`src/rtl/aliens_bus_cycle_ctrl.sv`:
```
// Bus-cycle sequencer behind the 053327-D20 decode PAL: per-region wait states,
// registered chip selects, one-cycle RD/WR strobes and the I/O bank latch feeding RMRD.
//
// state  | meaning
// IDLE   | no access in flight; an armed CPU request starts one
// WAIT   | region wait states, RDY low, latched chip select asserted
// STROBE | single-cycle RD_n/WR_n pulse, RDY released
// HOLD   | chip select kept low for HOLD_CYC cycles after the strobe
module aliens_bus_cycle_ctrl #(
    parameter int WAIT_IO   = 2,
    parameter int WAIT_CRAM = 1,
    parameter int WAIT_VRAM = 1,
    parameter int WAIT_OBJ  = 1,
    parameter int WAIT_DEF  = 0,
    parameter int HOLD_CYC  = 1,
    parameter int RMRD_BIT  = 5
) (
    input  logic       CLK,
    input  logic       RST,
    input  logic       CPU_REQ,
    input  logic       CPU_RW,
    input  logic [7:0] CPU_D,
    input  logic       IOCS,
    input  logic       CRAMCS,
    input  logic       VRAMCS,
    input  logic       OBJCS,
    output logic       RDY,
    output logic       RD_n,
    output logic       WR_n,
    output logic       IOCS_Q,
    output logic       CRAMCS_Q,
    output logic       VRAMCS_Q,
    output logic       OBJCS_Q,
    output logic [7:0] BANK_Q,
    output logic       RMRD,
    output logic       CS_ERR
);

    typedef enum logic [1:0] {
        ST_IDLE,
        ST_WAIT,
        ST_STROBE,
        ST_HOLD
    } state_t;

    typedef enum logic [2:0] {
        RGN_NONE,
        RGN_IO,
        RGN_CRAM,
        RGN_VRAM,
        RGN_OBJ
    } region_t;

    localparam logic [3:0] W_IO   = 4'(WAIT_IO);
    localparam logic [3:0] W_CRAM = 4'(WAIT_CRAM);
    localparam logic [3:0] W_VRAM = 4'(WAIT_VRAM);
    localparam logic [3:0] W_OBJ  = 4'(WAIT_OBJ);
    localparam logic [3:0] W_DEF  = 4'(WAIT_DEF);
    localparam logic [3:0] HOLD   = 4'(HOLD_CYC);

    state_t     state_q, state_d;
    region_t    region_q, region_d;
    region_t    req_region;
    logic [3:0] cnt_q, cnt_d;
    logic [3:0] req_wait;
    logic       rw_q, rw_d;
    logic       armed_q, armed_d;
    logic       start;
    logic       sel_active;
    logic [2:0] cs_low_cnt;
    logic       multi_cs;

    logic rdy_d, rd_n_d, wr_n_d, cs_err_d;
    logic iocs_d, cramcs_d, vramcs_d, objcs_d;

    // Region decode with IO > OBJ > VRAM > CRAM priority when the PAL asserts several
    always_comb begin
        req_region = RGN_NONE;
        req_wait   = W_DEF;
        if (!IOCS) begin
            req_region = RGN_IO;
            req_wait   = W_IO;
        end else if (!OBJCS) begin
            req_region = RGN_OBJ;
            req_wait   = W_OBJ;
        end else if (!VRAMCS) begin
            req_region = RGN_VRAM;
            req_wait   = W_VRAM;
        end else if (!CRAMCS) begin
            req_region = RGN_CRAM;
            req_wait   = W_CRAM;
        end
    end

    assign cs_low_cnt = {2'b00, ~IOCS} + {2'b00, ~CRAMCS} + {2'b00, ~VRAMCS} + {2'b00, ~OBJCS};
    assign multi_cs   = (cs_low_cnt > 3'd1);
    assign start      = (state_q == ST_IDLE) && armed_q && CPU_REQ;

    // Output values are decoded from the current state and registered, so every
    // pin waveform trails the state register by exactly one cycle.
    always_comb begin
        state_d    = state_q;
        cnt_d      = cnt_q;
        region_d   = region_q;
        rw_d       = rw_q;
        armed_d    = armed_q;
        sel_active = 1'b0;
        rdy_d      = 1'b1;
        rd_n_d     = 1'b1;
        wr_n_d     = 1'b1;
        cs_err_d   = 1'b0;

        if (!CPU_REQ) begin
            armed_d = 1'b1;
        end

        case (state_q)
            ST_IDLE: begin
                if (start) begin
                    armed_d  = 1'b0;
                    region_d = req_region;
                    rw_d     = CPU_RW;
                    cnt_d    = req_wait;
                    rdy_d    = 1'b0;
                    cs_err_d = multi_cs;
                    state_d  = (req_wait != 4'd0) ? ST_WAIT : ST_STROBE;
                end
            end
            ST_WAIT: begin
                rdy_d      = 1'b0;
                sel_active = 1'b1;
                cnt_d      = cnt_q - 4'd1;
                if (cnt_q <= 4'd1) begin
                    cnt_d   = 4'd0;
                    state_d = ST_STROBE;
                end
            end
            ST_STROBE: begin
                sel_active = 1'b1;
                rd_n_d     = ~rw_q;
                wr_n_d     = rw_q;
                cnt_d      = HOLD;
                state_d    = (HOLD != 4'd0) ? ST_HOLD : ST_IDLE;
            end
            ST_HOLD: begin
                sel_active = 1'b1;
                cnt_d      = cnt_q - 4'd1;
                if (cnt_q <= 4'd1) begin
                    cnt_d   = 4'd0;
                    state_d = ST_IDLE;
                end
            end
            default: begin
                state_d = ST_IDLE;
            end
        endcase

        iocs_d   = ~(sel_active && (region_q == RGN_IO));
        cramcs_d = ~(sel_active && (region_q == RGN_CRAM));
        vramcs_d = ~(sel_active && (region_q == RGN_VRAM));
        objcs_d  = ~(sel_active && (region_q == RGN_OBJ));
    end

    always_ff @(posedge CLK or posedge RST) begin
        if (RST) begin
            state_q  <= ST_IDLE;
            cnt_q    <= 4'd0;
            region_q <= RGN_NONE;
            rw_q     <= 1'b1;
            armed_q  <= 1'b0;
        end else begin
            state_q  <= state_d;
            cnt_q    <= cnt_d;
            region_q <= region_d;
            rw_q     <= rw_d;
            armed_q  <= armed_d;
        end
    end

    always_ff @(posedge CLK or posedge RST) begin
        if (RST) begin
            RDY      <= 1'b1;
            RD_n     <= 1'b1;
            WR_n     <= 1'b1;
            IOCS_Q   <= 1'b1;
            CRAMCS_Q <= 1'b1;
            VRAMCS_Q <= 1'b1;
            OBJCS_Q  <= 1'b1;
            CS_ERR   <= 1'b0;
        end else begin
            RDY      <= rdy_d;
            RD_n     <= rd_n_d;
            WR_n     <= wr_n_d;
            IOCS_Q   <= iocs_d;
            CRAMCS_Q <= cramcs_d;
            VRAMCS_Q <= vramcs_d;
            OBJCS_Q  <= objcs_d;
            CS_ERR   <= cs_err_d;
        end
    end

    // Bank data is taken at the end of the visible write-strobe cycle
    always_ff @(posedge CLK or posedge RST) begin
        if (RST) begin
            BANK_Q <= 8'h00;
        end else if (!WR_n && (region_q == RGN_IO)) begin
            BANK_Q <= CPU_D;
        end
    end

    assign RMRD = BANK_Q[RMRD_BIT];

endmodule

```
`config.mk`:
```
export PLATFORM = sky130hd
export DESIGN_NAME = aliens_bus_cycle_ctrl
export DESIGN_NICKNAME = d
export VERILOG_FILES = /design/src/rtl/aliens_bus_cycle_ctrl.sv
export SDC_FILE = /design/constraint.sdc
export NUM_CORES = 1
export LEC_CHECK = 0
export ABC_CLOCK_PERIOD_IN_PS = 2330
export BUFFER_PORTS_ARGS = -buffer_cell sky130_fd_sc_hd__buf_2
export CAP_MARGIN = 30
export CELL_PAD_IN_SITES_DETAIL_PLACEMENT = 1
export CELL_PAD_IN_SITES_GLOBAL_PLACEMENT = 2
export CORE_ASPECT_RATIO = 2
export CORE_MARGIN = 4
export CORE_UTILIZATION = 24
export DETAILED_ROUTE_END_ITERATION = 10
export PLACE_DENSITY = 0.62
export REMOVE_ABC_BUFFERS = 1
export SKIP_LAST_GASP = 1
export SYNTH_ARGS = -nofsm -noshare
export SYNTH_HDL_FRONTEND = slang
export SYNTH_SLANG_ARGS = --single-unit
```
`constraint.sdc`:
```
create_clock -name CLK -period 2.33 [get_ports CLK]
set_input_delay 0.3495 -clock CLK [delete_from_list [all_inputs] [get_ports CLK]]
set_output_delay 0.3495 -clock CLK [all_outputs]
set_load 0.01 [all_outputs]
```
==> results.md, run 1 <==
- Outcome: finished, final reports clean
- CTS root buf: clkbuf_8
- # clock sinks: 27
- CP Data Required Time: 2.49 ns
- Vias: 958
- Layout fillers: 592
- Synth Area in Adders: 8.48%
- All-layer global routing usage: 9.93%
- Area grow syn2layout: 22.0%
- Most frequent cells in the layout: buf_2 (32), dfrtp_1 (19), inv_1 (12)
- R2r setup slk: 0.58 ns
- Layout cell share with drive strength beyond 1: 40.3%
- Setup Viol. Count Final: 0
- CTS tree: yes
- Postcts setup bufs: 0
- Primary FF master, synth: dfrtp_1
- PostCTS Resize Cnt: 0
- Slew @ Worst Pin: 0.490 ns
- Routed met3 length: 211 um
- DRT iter0 DRCs: 7
- Top layer in use: met4
- Critical Path Source Type: flop
- Clk slew on worst S/H paths: 0.10 ns
- Distinct cells, synth: 31
- FF-to-FF Start: state_q[1]$_DFFE_PP0P_
- Die width: 59.4 um
- Crit path cell chain: inv_1, ha_1, or2_2, a21oi_1, mux2_2
- Worst-skew pair later-pin latency: 0.27 ns
- Top post-synthesis cells by area: dfrtp_1 (37%), dfstp_2 (17%), mux2_2 (8.9%)
- Max FO, Critical Path: 4
- Leakage power: 0.746 nW
- PD cells: 1300 nW/um^2
- Gpl congestion: 0.768
- Largest net degree at the start of global routing: 28
- Post-synth top area share: 37.5%
- CP endpoint kind: flop
- Wire per inst: 15.0 um
- IO Count: 33
- Mux contribution to synthesized area: 9.66%
- Final setup TNS: 0 ns
- CP delay by family, top: flip-flops
- DRT Wirelength: 3.04 mm
- Main combinational cell family by area after synthesis: compound AO/OA/AOI/OAI gates
- CP max stage cell: dfrtp_1
- Final nets: 169
- Vias in the first global route: 1,053
- Post-Synth XOR/XNOR Area: 0%
- Clock Tree Buf Depth: 2
- Hold_buf cts: 0
- Synth warnings: 0
- Worst reg2reg endpoint: state_q[1]$_DFFE_PP0P_
- Die Footprint: 6580 um^2
- Flop and latch count out of synthesis: 27
- Row cnt: 37
- Total CTS buffers: 3
- Core Region: 5140 um^2
- Final Hold Fails: 0
- RSZ-0062 raised after global routing: false
- Antenna Nets Post-Route: 0
- First-pass GRT wire length: 5.00 mm
- Critical Path AT: 1.91 ns
- Synth Area in Compound Gates: 12.8%
- Final Max Slew Viols: 0
- I/O Buffers: 32
- Drc violations: 0
- Reg2Reg Depth: 5
- Synth Instances: 108
- Synth Area per Inst: 11.7 um^2
- Worst Hold Class: input port to asynchronous set/reset pin
- Max Cap Viol: 0
- Slew headroom: 66.8%
- Post-DP HPWL: 2.56 mm
- ANT cells: 0
- VDD IR max: 0.000461 V
- Final Cycle Share: 75.1%
- Worst hold slack: 0.118 ns
- Register area share after synthesis: 54.0%
- GRT Residual Overflow: 0
- Antenna violations before repair: 0
- WS Path Type: flop to flop
- CTS H-tree depth: 1
- Met2 WL: 1.71 mm
- Fmax: 572 MHz
- Clock Skew: 0.00833 ns
- Die Y: 111 um
- Vias per cell: 4.74
- Post-Synth Simple-Gate Area: 10.8%
- Commonest non-fill, non-tap cell in the layout: buf_2
- Worst path max stage delay: 0.40 ns
- Min Tclk post-route: 1.75 ns
- CP bufs+invs: 1
- Area leader, netlist: dfrtp_1
- Synth async-reset ratio: 100%
- Post-Route M1 WL: 1.07 mm
- Drt pass-1 iters: 4
- Post-synth EDFFs: 0
- Post-Syn Area: 1270 um^2
- Initial Util: 24.7%
-- sequential cells by signal, summed over array words and instances, names as in the netlist, 2 cells and up --
name	flops
BANK_Q	8
cnt_q	4
region_q	3
state_q	2
-- where the power goes --
| part | total (mW) | leakage [nW] | switching [mW] | internal [mW] |
|---|---|---|---|---|
| sequential | 0.843 | 0.322 | 0.142 | 0.701 |
| clock | 0.270 | 0.0255 | 0.150 | 0.120 |
| combinational | 0.895 | 0.398 | 0.481 | 0.414 |
| total | 2.01 | 0.746 | 0.773 | 1.23 |
-- worst max path at each step --
stage                                start  depth (start not counted)                     end
floorplan           state_q[1]$_DFFE_PP0P_                          5  state_q[1]$_DFFE_PP0P_
global placement    state_q[0]$_DFFE_PP0P_                          6  state_q[1]$_DFFE_PP0P_
detailed placement  state_q[1]$_DFFE_PP0P_                          5  state_q[1]$_DFFE_PP0P_
CTS                 state_q[1]$_DFFE_PP0P_                          5  state_q[1]$_DFFE_PP0P_
global route        state_q[0]$_DFFE_PP0P_                          6    cnt_q[1]$_DFFE_PP0P_
finish              state_q[1]$_DFFE_PP0P_                          5  state_q[1]$_DFFE_PP0P_
-- cell type report --
| type | count | area, um^2 | area share, % |
|---|---|---|---|
| timing repair buffer | 33 | 168 | 10.8 |
| sequential | 27 | 686 | 44.3 |
| clock buffer | 3 | 41.3 | 2.67 |
| multi-input combinational | 68 | 531 | 34.3 |
| clock inverter | 1 | 5.00 | 0.323 |
| tap | 58 | 72.6 | 4.69 |
| inverter | 12 | 45.0 | 2.91 |
-- worst min-delay path: cells and delay by family --
family / cells / cell delay, ns
buf+inv: 3 / 0.44
-- through the flow --
step / cell area, um^2 / instances / utilization, % / power, mW / worst slack (ns)
4_1_cts: 1550 / 202 / 30.1 / 2.05 / 0.568
5_1_grt: 1550 / 202 / 30.1 / 2.19 / 0.408
2_1_floorplan: 1260 / 107 / - / 1.45 / 0.724
6_report: 1550 / 202 / 30.1 / 2.01 / 0.581
3_3_place_gp: 1500 / 198 / 29.2 / 1.74 / 0.614
3_5_place_dp: 1500 / 198 / 29.2 / 1.77 / 0.582
-- cell families (layout without fill, tap and decap cells) --
logic type,count (synthesis),after routing
and+or+nand+nor,25,25
adders and majority gates,8,8
buffers and inverters,13,49
AOI/OAI and AO/OA,24,24
DFF,27,27
muxes,11,11
-- cell usage after synthesis, types with 2 or more instances --
master     n
ha_1       7
nand3_1    4
o21ai_0    6
dfrtp_1   19
dfstp_2    8
nand2_1    8
nor2_1     7
inv_1     12
a21oi_1    4
mux2_2    10
a21boi_0   2
a21o_1     2
-- per-layer routing --
metal / vias to the layer above / global-route usage [%]
li1: 449 / -
met1: 472 / 9.93
met2: 32 / 19.0
met3: 5 / 1.52
met4: 0 / 3.78
met5: - / 0
Note: power is estimated with default switching activity, not from simulation.
==> inputs of run 2 (changes only) <==
Settings changed: ABC_AREA from default to 1, ABC_CLOCK_PERIOD_IN_PS 2330 to 1530, PLACE_DENSITY 0.62 to 0.68.
Clock period 2.33 ns to 1.53 ns, I/O delays scaled along.
==> run 2 against run 1 <==
- critical path type unchanged
- critical endpoint is now region_q[1]$_DFFE_PP0P_
- critical path depth up 1
- the flow now finishes with violations (negative hold slack)
- largest power group unchanged
- via count up 18%
- highest routed layer unchanged
- register-to-register slack worse by 0.53 ns
- clock power up 52%
- worst setup slack worse by 0.53 ns
- sequential share of layout area down 2.6 points
==> results.md, run 2 <==
- Outcome: finished, violations left
- Failing checks: negative hold slack
- Vias: 1,126 (+18%)
- Slew headroom: 67.4% (+0.62 points)
- I/O Buffers: 32 (unchanged)
- Wire per inst: 13.8 um (-7.9%)
- Area leader, netlist: dfrtp_1
- All-layer global routing usage: 10.9% (+0.93 points)
- CP endpoint kind: flop
- Leakage power: 0.863 nW (+16%)
- Final Hold Fails: 8 (+8)
- Synth async-reset ratio: 100% (unchanged)
- Fmax: 677 MHz (+18%)
- Final instance area: 1650 um^2 (+6.3%)
- Die width: 61.2 um (+2.9%)
- Largest Register: BANK_Q
- Critical Path Source Type: flop
- Total CTS buffers: 3 (unchanged)
- Antenna violations before repair: 0 (unchanged)
- PD cells: 1970 nW/um^2 (+52%)
- Biggest regs: BANK_Q (8), cnt_q (4), region_q (3)
- Antenna Nets Post-Route: 0 (unchanged)
- Hold_buf cts: 0 (unchanged)
- Layout cell share with drive strength beyond 1: 29.7% (-11 points)
- Pre-CTS setup slack: 0.00113 ns (-0.581 ns)
- Worst Hold Class: input port to asynchronous set/reset pin
- Drc violations: 0 (unchanged)
- Register area share after synthesis: 50.6% (-3.5 points)
- Vias in the first global route: 1,209 (+15%)
- RSZ-0062 raised after global routing: true
- CP Data Required Time: 1.73 ns (-0.76 ns)
- Final Max Slew Viols: 0 (unchanged)
- Final Power: 3.23 mW (+61%)
- Post-DP HPWL: 2.91 mm (+14%)
- Post-synth top area share: 35.1% (-2.4 points)
- Synth warnings: 0 (unchanged)
- Clock Skew: 0.00174 ns (-0.00660 ns)
- Most numerous cell in the Yosys netlist: nand2_1
- Primary FF master, synth: dfrtp_1
- Core Region: 5470 um^2 (+6.4%)
- Max FO, Critical Path: 8 (+4)
- # clock sinks: 27 (unchanged)
- Worst hold slack: -0.00468 ns (-0.123 ns)
- Clock Tree Buf Depth: 2 (unchanged)
- Vias per cell: 4.42 (-6.9%)
- Commonest non-fill, non-tap cell in the layout: nand2_1
- Die Y: 114 um (+3.1%)
- Synth Instances: 159 (+47%)
- First-pass GRT wire length: 5.55 mm (+11%)
- CTS root buf: clkbuf_8
- Worst Slack Setup Final: 0.0532 ns (-0.528 ns)
- Final Cycle Share: 96.5% (+21 points)
- GRT Residual Overflow: 0 (unchanged)
- FF+latch area: 686 um^2 (unchanged)
- CTS H-tree depth: 1 (unchanged)
- Largest net degree at the start of global routing: 28 (unchanged)
- Die Footprint: 6990 um^2 (+6.2%)
- Layout fillers: 669 (+13%)
- CTS tree: yes
- Setup Viol. Count Final: 0 (unchanged)
- Final setup TNS: 0 ns (unchanged)
- Synth Area per Inst: 8.53 um^2 (-27%)
- Initial Util: 24.8% (+0.12 points)
- Drt pass-1 iters: 4 (unchanged)
- Slew @ Worst Pin: 0.488 ns (-0.00204 ns)
- DRT iter0 DRCs: 25 (+18)
- Min Tclk post-route: 1.48 ns (-0.272 ns)
- Post-Syn Area: 1360 um^2 (+6.9%)
- Max Cap Viol: 0 (unchanged)
- Row cnt: 38 (+2.7%)
- IO Count: 33 (unchanged)
- Distinct cells, synth: 22 (-29%)
- Clk slew on worst S/H paths: 0.09 ns (about the same)
- Top post-synthesis cells by area: dfrtp_1 (35%), dfstp_2 (15%), nand2_1 (14%)
- ANT cells: 0 (unchanged)
- Post-synth EDFFs: 0 (unchanged)
- Most frequent cells in the layout: nand2_1 (49), buf_2 (32), inv_1 (22)
- Final nets: 220 (+30%)
- Area grow syn2layout: 21.3%
- Worst-skew pair later-pin latency: 0.27 ns (about the same)
- Postcts setup bufs: 0 (unchanged)
- Commonest cells post-synth: nand2_1 (49), inv_1 (22), dfrtp_1 (19)
- Critical Path AT: 1.68 ns (-0.23 ns)
- Multi-input logic area: 571 um^2 (+7.5%)
- Gpl congestion: 0.735 (-4.3%)
- WS Path Type: flop to flop
- Post-DP Area: 1590 um^2 (+5.9%)
- Flop and latch count out of synthesis: 27 (unchanged)
- Largest register FFs: 8 (unchanged)
- DRT Wirelength: 3.53 mm (+16%)
- VDD IR max: 0.000668 V (+45%)
## run 2: cell types whose count changed in the layout (fill, tap and decap cells not counted), moves of 3 or more
| cell | previous run | this run |
|---|---|---|
| nand3_1 | 4 | 18 |
| mux2_2 | 10 | 0 |
| nand4_1 | 0 | 4 |
| inv_1 | 12 | 22 |
| nand2_1 | 8 | 49 |
| nand2_2 | 0 | 3 |
## run 2: cell families (layout without fill, tap and decap cells)
family                     after synthesis  after routing  synth area share, %
AOI/OAI and AO/OA                       12             12                 4.89
adders and majority gates                8              8                 7.93
buffers and inverters                   26             62                 8.12
DFF                                     27             27                 50.6
and+or+nand+nor                         86             86                 28.5
## run 2: timing repair
action                                  in CTS  in global routing
pin swaps                                    0                  1
resized for setup                            2                  1
gates cloned                                 0                  0
endpoints found under the setup margin       4                  5
hold endpoints to repair                     0                  0
## run 2: report_power, final
part	switching (mW)	total, mW	leakage [nW]	internal (mW)
Sequential	0.169	1.22	0.318	1.06
Clock	0.224	0.411	0.0228	0.187
Combinational	1.04	1.60	0.522	0.561
## run 2: final timing paths
kind / cells after the start / startpoint / slack [ns] / endpoint
setup reg to reg: 6 / state_q[0]$_DFFE_PP0P_ / 0.05 / region_q[1]$_DFFE_PP0P_
hold reg to reg: 1 / rw_q$_DFFE_PP1P_ / 0.46 / RD_n$_DFF_PP1_
min in group CLK: 2 / CPU_REQ / 0.13 / armed_q$_DFF_PP0_
setup / recovery: 6 / state_q[0]$_DFFE_PP0P_ / 0.05 / region_q[1]$_DFFE_PP0P_
hold / removal: 3 / RST / -0.005 / armed_q$_DFF_PP0_
max in group asynchronous: 3 / RST / 1.23 / IOCS_Q$_DFF_PP1_
## run 2: worst max-delay path, stage by stage, from the launching register on
cell	delay, ns
dfrtp_1	0.44
inv_1	0.15
ha_2	0.27
inv_1	0.14
nor2_4	0.19
nand4_1	0.12
o21ai_0	0.09
## run 2: metal layers
layer	vias up	wire, um	part of all wire (%)	track usage (%)
li1	564	-	-	-
met1	527	1240	35	10.2
met2	30	2050	58	21.6
met3	5	185	5.2	1.81
met4	0	53	1.5	3.91
met5	-	0	0	0
## run 2: layout make-up
class	instances	area share, %
multi-input combinational	106	34.7
clock buffer	4	2.74
timing repair buffer	35	11.1
tap	60	4.56
inverter	23	5.25
sequential	27	41.7
## run 2: stage by stage
step | hold WS (ns) | std cells | util, %
final | -0.00468 | 255 | 30.1
after global routing | 0.0364 | 255 | 30.1
after CTS | 0.00723 | 255 | 30.0
after detailed placement | 0.315 | 251 | 29.1
after global placement | 0.305 | 251 | 29.1
after floorplan | 0.276 | 156 | -
==> inputs of run 3 (changes only) <==
Settings changed: CELL_PAD_IN_SITES_DETAIL_PLACEMENT 1 to default, CELL_PAD_IN_SITES_GLOBAL_PLACEMENT 2 to default, PLACE_DENSITY 0.68 to 0.46.
==> run 3 against run 2 <==
- count of clock-buffer cells in the layout fell by 1
- combinational power fell by 4%
- routed wire length fell by 16%
- first-iteration DRC count fell by 36%
- sequential power barely moved
- hold slack got worse by 0.0065 ns
- highest routed layer unchanged
- clock skew rose by 0.0036 ns
- final cell count did not move
- sequential share of layout area did not move
- clock power rose by 8.3%
- the run still ends with negative hold slack left
- die area did not move
- worst setup slack improved by 0.093 ns
==> results.md, run 3 (synthesis gave the netlist of run 2 again) <==
- Clock Skew: 0.00537 ns (+0.00364 ns)
- Clock Tree Buf Depth: 2 (unchanged)
- ANT cells: 0 (unchanged)
- Hold_buf cts: 0 (unchanged)
- WS Path Type: flop to flop
- Routed met3 length: 112 um (-39%)
- DRT Wirelength: 2.97 mm (-16%)
- Top layer in use: met4
- CTS H-tree depth: 1 (unchanged)
- Die Y: 114 um (unchanged)
- Net Sw Power: 1.39 mW (-3.0%)
- Largest net degree at the start of global routing: 28 (unchanged)
- Die Footprint: 6990 um^2 (unchanged)
- CTS root buf: clkbuf_8
- Post-layout util: 30.1% (unchanged)
- Initial Util: 24.8% (unchanged)
- Layout cell share with drive strength beyond 1: 30.3% (+0.51 points)
- Post-Route M1 WL: 1.15 mm (-7.3%)
- Die width: 61.2 um (unchanged)
- CTS tree: yes
- Min Tclk post-route: 1.38 ns (-0.0930 ns)
- Sequential fraction of design power: 38.3% (+0.4 points)
- Drt pass-1 iters: 4 (unchanged)
- Worst-skew pair later-pin latency: 0.28 ns (about the same)
- Vias: 1,084 (-3.7%)
- # clock sinks: 27 (unchanged)
- CP Data Required Time: 1.71 ns (-0.02 ns)
- DRT iter0 DRCs: 16 (-36%)
- Largest register FFs: 8 (unchanged)
- Vias in the first global route: 1,053 (-13%)
- Drc violations: 0 (unchanged)
- Met2 WL: 1.60 mm (-22%)
- First-pass GRT wire length: 4.96 mm (-11%)
- Area grow syn2layout: 21.3% (unchanged)
- Wire per inst: 11.7 um (-16%)
- Clk pwr share: 13.9% (+1.2 points)
- Final Hold Fails: 19 (+11)
- Gpl congestion: 0.770 (+4.9%)
- R2r setup slk: 0.15 ns (+0.09 ns)
- Max Cap Viol: 0 (unchanged)
- Outcome: finished, violations left
- Total CTS buffers: 3 (unchanged)
- Antenna Nets Post-Route: 0 (unchanged)
- I/O Buffers: 32 (unchanged)
- Biggest regs: BANK_Q (8), cnt_q (4), region_q (3)
- Critical Path Source Type: flop
- IO Count: 33 (unchanged)
- Reg2Reg Depth: 7 (+1)
- RSZ-0062 raised after global routing: true
- Clk slew on worst S/H paths: 0.11 ns (+0.02 ns)
- Critical Path AT: 1.56 ns (-0.12 ns)
- FF-to-FF Start: state_q[0]$_DFFE_PP0P_
- Leakage power: 0.863 nW (about the same)
- Fmax: 723 MHz (+6.7%)
- P_int: 1.81 mW (+0.42%)
- CP endpoint kind: flop
- Max FO, Critical Path: 11 (+3)
- Antenna violations before repair: 0 (unchanged)
- Final Cycle Share: 90.4% (-6.1 points)
- Worst hold slack: -0.0112 ns (-0.00654 ns)
- Row cnt: 38 (unchanged)
- Commonest non-fill, non-tap cell in the layout: nand2_1
- Slew @ Worst Pin: 0.428 ns (-0.0602 ns)
- Setup Viol. Count Final: 0 (unchanged)
- PD cells: 1940 nW/um^2 (-1.1%)
- Combinational power share: 47.8% (-1.6 points)
- GRT Residual Overflow: 0 (unchanged)
- Final Max Slew Viols: 0 (unchanged)
- Slew headroom: 71.4% (+4.0 points)
- Most frequent cells in the layout: nand2_1 (48), buf_2 (32), inv_1 (22)
- Sw Ratio: 43.4% (-0.85 points)
- Worst reg2reg endpoint: state_q[1]$_DFFE_PP0P_
- Core Region: 5470 um^2 (unchanged)
- VDD IR max: 0.000795 V (+19%)
- Final setup TNS: 0 ns (unchanged)
- Largest Register: BANK_Q
- Final nets: 220 (unchanged)
- Post-DP HPWL: 2.34 mm (-20%)
- Vias per cell: 4.25 (-3.7%)
- Failing checks: negative hold slack
- Worst Hold Class: input port to asynchronous set/reset pin
- Worst setup startpoint: state_q[0]$_DFFE_PP0P_
- All-layer global routing usage: 9.56% (-1.3 points)
==> run 3: changes by cell type in the layout (fill, tap and decap cells not counted) <==
cell	before	now
ha_1	5	6
clkbuf_1	1	0
nand2_2	3	5
ha_2	2	1
nand2_4	2	1
inv_6	0	1
nand2_1	49	48
==> run 3: worst max-delay path, cell delays in order, from the launching register on <==
cell and delay (ns):
dfrtp_1 0.44, inv_1 0.14, ha_1 0.23, nand2_2 0.17, nand2_1 0.15, inv_1 0.06, nand2_1 0.05, nand2_1 0.05
==> run 3: layer usage <==
layer / vias up / track usage [%]
li1: 569 / -
met4: 0 / 5.93
met1: 482 / 10.2
met2: 26 / 16.7
met5: - / 0
met3: 7 / 1.24
==> run 3: area by class of cell <==
type	count	area, um^2
tap	60	75.1
timing repair buffer	35	183
multi-input combinational	106	566
fill	597	3820
clock buffer	3	41.3
inverter	23	86.3
sequential	27	686
clock inverter	1	8.76
==> run 3: per-stage QoR <==
stage	power [mW]	cell area (um^2)	hold WS, ns	cells	worst slack, ns
6_report	3.20	1650	-0.0112	255	0.146
5_1_grt	3.54	1650	0.0317	255	-0.0289
4_1_cts	3.23	1630	0.00776	254	0.0957
3_5_place_dp	2.79	1580	0.320	250	0.115
3_3_place_gp	2.78	1580	0.320	250	0.135
2_1_floorplan	2.27	1330	0.276	156	0.252
==> run 3: worst max-delay path by stage <==
stage,to,slack (ns),depth (start not counted)
finish,state_q[1]$_DFFE_PP0P_,0.15,7
floorplan,cnt_q[1]$_DFFE_PP0P_,0.25,7
global placement,cnt_q[1]$_DFFE_PP0P_,0.13,7
global route,state_q[1]$_DFFE_PP0P_,-0.03,7
CTS,state_q[0]$_DFFE_PP0P_,0.1,7
detailed placement,cnt_q[1]$_DFFE_PP0P_,0.11,7
==> run 3: what timing repair did <==
item | in CTS | in global routing
gates resized for setup | 0 | 2
endpoints found under the setup margin | 0 | 5
hold endpoints to repair | 0 | 0
setup buffers | 0 | 1
==> run 3: power groups by stage <==
stage | clock network (mW) | registers (mW) | logic, mW
6_report | 0.445 | 1.22 | 1.53
5_1_grt | 0.483 | 1.26 | 1.80
4_1_cts | 0.456 | 1.23 | 1.54
3_5_place_dp | 0 | 1.25 | 1.54
3_3_place_gp | 0 | 1.24 | 1.54
2_1_floorplan | 0 | 1.32 | 0.957
